`src/rtl/serial_subtractor_pkg.sv`:
```
// Shared definitions for the bit-serial subtractor: FSM state encoding and
// counter sizing.
package serial_subtractor_pkg;

  typedef enum logic [1:0] {
    ST_IDLE = 2'd0,
    ST_RUN  = 2'd1,
    ST_DONE = 2'd2
  } state_t;

  localparam int SUB_WIDTH = 8;
  localparam int CNT_W     = $clog2(SUB_WIDTH);

  // Bit-counter width for an arbitrary operand width; never narrower than 1.
  function automatic int cnt_width(input int w);
    return (w < 2) ? 1 : $clog2(w);
  endfunction

endpackage

```
`src/rtl/fullsubtractor_struct.sv`:
```
// Gate-level full-subtractor cell: diff = x ^ y ^ bin,
// bout = (~x & y) | (~(x ^ y) & bin).
module fullsubtractor_struct (
  input  logic x,
  input  logic y,
  input  logic borrow_in,
  output logic diff,
  output logic borrow_out
);

  wire x_xor_y;
  wire x_n;
  wire xy_n;
  wire brw_gen;
  wire brw_prop;

  xor g_xor0 (x_xor_y, x, y);
  xor g_xor1 (diff, x_xor_y, borrow_in);
  not g_not0 (x_n, x);
  and g_and0 (brw_gen, x_n, y);
  not g_not1 (xy_n, x_xor_y);
  and g_and1 (brw_prop, xy_n, borrow_in);
  or  g_or0  (borrow_out, brw_gen, brw_prop);

endmodule

```
`src/rtl/serial_subtractor.sv`:
```
// Bit-serial subtractor: diff = a - b, LSB first, one full-subtractor cell
// plus a registered borrow, with a start/busy/done handshake.
module serial_subtractor
  import serial_subtractor_pkg::*;
#(
  parameter int WIDTH = 8
) (
  input  logic             clk,
  input  logic             rst,
  input  logic             start,
  input  logic [WIDTH-1:0] a,
  input  logic [WIDTH-1:0] b,
  output logic             busy,
  output logic             done,
  output logic [WIDTH-1:0] diff,
  output logic             borrow_out,
  output logic             overflow
);

  localparam int CW = cnt_width(WIDTH);
  localparam logic [CW-1:0] LAST_BIT = CW'(WIDTH - 1);

  state_t          state;
  state_t          state_nxt;
  logic [WIDTH-1:0] a_sh;
  logic [WIDTH-1:0] b_sh;
  logic            bor;
  logic [CW-1:0]   cnt;
  logic            cell_d;
  logic            cell_bout;
  logic            accept;
  logic            last_bit;

  fullsubtractor_struct u_cell (
    .x          (a_sh[0]),
    .y          (b_sh[0]),
    .borrow_in  (bor),
    .diff       (cell_d),
    .borrow_out (cell_bout)
  );

  assign accept   = start && ((state == ST_IDLE) || (state == ST_DONE));
  assign last_bit = (cnt == LAST_BIT);

  // Next-state logic
  always_comb begin
    state_nxt = state;
    case (state)
      ST_IDLE: begin
        if (start) state_nxt = ST_RUN;
        else       state_nxt = ST_IDLE;
      end
      ST_RUN: begin
        if (last_bit) state_nxt = ST_DONE;
        else          state_nxt = ST_RUN;
      end
      ST_DONE: begin
        if (start) state_nxt = ST_RUN;
        else       state_nxt = ST_IDLE;
      end
      default: state_nxt = ST_IDLE;
    endcase
  end

  // State register and registered handshake outputs
  always_ff @(posedge clk) begin
    if (rst) begin
      state <= ST_IDLE;
      busy  <= 1'b0;
      done  <= 1'b0;
    end else begin
      state <= state_nxt;
      busy  <= (state_nxt == ST_RUN);
      done  <= (state_nxt == ST_DONE);
    end
  end

  // Serial datapath: operand shifters, borrow flop, counter and result flags
  always_ff @(posedge clk) begin
    if (rst) begin
      a_sh       <= '0;
      b_sh       <= '0;
      bor        <= 1'b0;
      cnt        <= '0;
      diff       <= '0;
      borrow_out <= 1'b0;
      overflow   <= 1'b0;
    end else if (accept) begin
      a_sh       <= a;
      b_sh       <= b;
      bor        <= 1'b0;
      cnt        <= '0;
      diff       <= '0;
      borrow_out <= 1'b0;
      overflow   <= 1'b0;
    end else if (state == ST_RUN) begin
      a_sh <= {1'b0, a_sh[WIDTH-1:1]};
      b_sh <= {1'b0, b_sh[WIDTH-1:1]};
      diff <= {cell_d, diff[WIDTH-1:1]};
      bor  <= cell_bout;
      cnt  <= cnt + CW'(1);
      // Overflow is the borrow into the MSB disagreeing with the borrow out.
      if (last_bit) begin
        borrow_out <= cell_bout;
        overflow   <= bor ^ cell_bout;
      end else begin
        borrow_out <= borrow_out;
        overflow   <= overflow;
      end
    end else begin
      a_sh       <= a_sh;
      b_sh       <= b_sh;
      bor        <= bor;
      cnt        <= cnt;
      diff       <= diff;
      borrow_out <= borrow_out;
      overflow   <= overflow;
    end
  end

endmodule
```
`config.mk`:
```
export PLATFORM = sky130hd
export DESIGN_NAME = serial_subtractor
export DESIGN_NICKNAME = d
export VERILOG_FILES = /design/src/rtl/serial_subtractor_pkg.sv /design/src/rtl/fullsubtractor_struct.sv /design/src/rtl/serial_subtractor.sv
export SDC_FILE = /design/constraint.sdc
export NUM_CORES = 1
export LEC_CHECK = 0
export ABC_AREA = 0
export ABC_CLOCK_PERIOD_IN_PS = 3000
export CORE_MARGIN = 2
export CORE_UTILIZATION = 40
export DETAILED_ROUTE_END_ITERATION = 12
export PLACE_DENSITY = 0.73
export SETUP_SLACK_MARGIN = 0.4
export SLEW_MARGIN = 20
export SYNTH_ARGS = -nofsm -noshare
export SYNTH_HDL_FRONTEND = slang
export SYNTH_SLANG_ARGS = --single-unit
```
`constraint.sdc`:
```
create_clock -name clk -period 3 [get_ports clk]
set_input_delay 0.45 -clock clk [delete_from_list [all_inputs] [get_ports clk]]
set_output_delay 0.45 -clock clk [all_outputs]
set_load 0.01 [all_outputs]
```
==> reports/metrics.csv <==
metric,value,unit
outcome,finished clean,
yosys_warnings,0,
viasPerCell,4.94,
die_height,61.9,um
slew-limit-headroom,0.361,
grt.busiest_layer,met2,
switchingPower,0.229,mW
cts_inserted_buffers,5,
p_sw_frac,0.261,
place.gp.congestion,0.722,
seqPwrFrac,0.557,
power.total,0.879,mW
cts_hold_buf,0,
path_class,reg -> reg,
io_pins,31,
cp.required,3.27,ns
p_per_area,518,mW/mm2
yosys.area.top_type,dfxtp_1,
synth_edf_count,0,
synth-seq-cells,34,
pwr-share-clk,0.301,
tightest_slew,0.959,ns
p_int,0.650,mW
ant_nets,0,
cp_num_cells,3,
fp.dieW,61.9,um
finalCriticalPeriod,1.72,ns
fill_cells,314,
synth.avg_cell_area,8.87,um2
slowest_delay,0.75,ns
drv_cap,0,
htreeDepth,2,
port_buffers,30,
slew_viol_final,0,
root_buffer,clkbuf_4,
clk_pin_slew,0.11,ns
ys_top_cells_by_area,"dfxtp_1 51%, nand2_1 8.1%, nor3_1 6.7%",
diodes,0,
ys_seq_area_frac,0.508,
final_common_cell,dfxtp_1,
synth.top_cell.area_share,0.508,
avgRoutedWirePerCell,11.7,um
cts_resized,0,
hold_viol,0,
synth_ff_type,dfxtp_1,
post-route-drc-count,0,
rrSetupSlack,1.28,ns
grtUsageMet2,0.238,
combPwrFrac,0.141,
core,0.00328,mm2
cts_setup_buffers,0,
grt_pass1_vias,1010,
cpMaxStageDelayCell,nand2b_1,
route.vias.total,1111,
clkLatencyLatePin,0.35,ns
first_pass_iters,4,
hp-class,reg -> reg,
period_share,0.572,
critPathCaptureType,flop,
syn_inst,151,
antenna_found_initial,0,
rsz0062_at_grt,false,
cp_max_fo,26,
critical_path.top_delay_family,simple AND/OR/NAND/NOR gates,
synth.cell_area,0.00134,mm2
fp-row-count,21,
die_area,0.00383,mm2
fin_setup_tns,0,ns
grt_util_met1,0.200,
clock_skew,0.0130,ns
timing.rr.start,state[1],
setup-violations-final,0,
initial_core_util,0.408,
drive_above_1_share,0.0615,
cts.sinks,34,
clockBufferDepth,2,
p_leak,0.589,nW
vdd_drop_max,0.194,mV
seq_area,681,um2
multiInputGateArea,574,um2
grt_use_met3,0.0580,
wirelength,2.62,mm
grtUsageTotal,0.160,
ys_types,25,
dpl.hpwl,1.70,mm
synth.net_count,173,
grt-ovfl-total,0,
critPathBufInv,0,
grt_pass1_wl,4.41,mm
crit_start,state[1],
final_cell_mix,"34 x dfxtp_1, 30 x clkdlybuf4s50_1, 29 x nand2_1",
syn2layout_area_growth,26.6,%
first_iter_violations,115,
reg2reg_depth,3,
grt_max_degree,32,
synthArstFlopShare,0,
r2r-end,b_sh[0],
path_cells,nand2b_1 -> o22ai_1 -> a311oi_2,
worst-endpoint-arrival,1.98,ns
finalNetCount,200,
crit_path_start_kind,flop,
fmax,0.583,GHz
cp-endpoint,b_sh[0],
cts_tree,built,
[worst register-to-register path, stage by stage, from the launching register on]
cell      delay [ns]
dfxtp_1         0.35
nand2b_1        0.75
o22ai_1         0.26
a311oi_2        0.28
[cells by family after synthesis]
kind of cell | share of synthesized area
AOI/OAI and AO/OA | 0.151
xor gates and xnor gates | 0.0131
adders and majority gates | 0.0336
buffers and inverters | 0.0626
DFF | 0.508
muxes | 0.0150
and+or+nand+nor | 0.216
[flip-flops by register name, summed over array words and instances (netlist names)]
| name | count |
|---|---|
| busy | 1 |
| b_sh | 8 |
| cnt | 3 |
| borrow_out | 1 |
| overflow | 1 |
| bor | 1 |
| a_sh | 8 |
| state | 2 |
| done | 1 |
| diff | 8 |
[worst min path at each step]
| stage | start | endpoint | slack, ns | cells past startpoint |
|---|---|---|---|---|
| floorplan | cnt[1] | cnt[1] | 0.44 | 2 |
| finish | diff[0] | diff[0] | 0.46 | 2 |
| detailed placement | diff[0] | diff[0] | 0.45 | 2 |
| CTS | diff[0] | diff[0] | 0.46 | 2 |
| global placement | cnt[2] | cnt[2] | 0.45 | 2 |
| global route | diff[4] | diff[3] | 0.49 | 2 |
[synth_stat cells, types with 2 or more instances]
library cell and instances:
ha_1 2, a21oi_1 13, dfxtp_1 34, nor2_1 10, buf_2 4, nand2b_1 3, xnor2_1 2, mux2i_1 2
inv_1 2, a311oi_1 5, o22ai_1 9, buf_4 5, nand2_1 29, nor3_1 18, clkbuf_1 2, nand3_1 2
[final cells by class]
type / count / share of cell area
inverter: 2 / 0.00443
timing repair buffer: 32 / 0.186
tap: 46 / 0.0339
sequential: 34 / 0.401
clock inverter: 1 / 0.00295
multi-input combinational: 103 / 0.339
clock buffer: 7 / 0.0325
[metrics by stage]
stage / worst slack (ns) / instance area [um2] / hold slack (ns) / instances / utilization
after floorplan: 1.78 / 1340 / 0.440 / 151 / -
after global placement: 1.16 / 1640 / 0.446 / 217 / 0.498
after detailed placement: 1.10 / 1640 / 0.448 / 217 / 0.498
after CTS: 1.26 / 1700 / 0.461 / 225 / 0.516
after global routing: 1.14 / 1700 / 0.490 / 225 / 0.516
final: 1.28 / 1700 / 0.458 / 225 / 0.516
[routing by layer]
metal / up-vias / wire length (um)
met4: 0 / 66
li1: 578 / -
met2: 29 / 1170
met1: 499 / 1260
met3: 5 / 125
met5: - / 0
[power by group through the flow]
stage / sequential (mW) / combinational, mW / clock (mW)
global route: 0.493 / 0.140 / 0.289
global placement: 0.499 / 0.122 / 0
floorplan: 0.498 / 0.0910 / 0
finish: 0.490 / 0.124 / 0.265
detailed placement: 0.500 / 0.124 / 0
CTS: 0.490 / 0.125 / 0.274
Power figures use the tool's default switching activity.
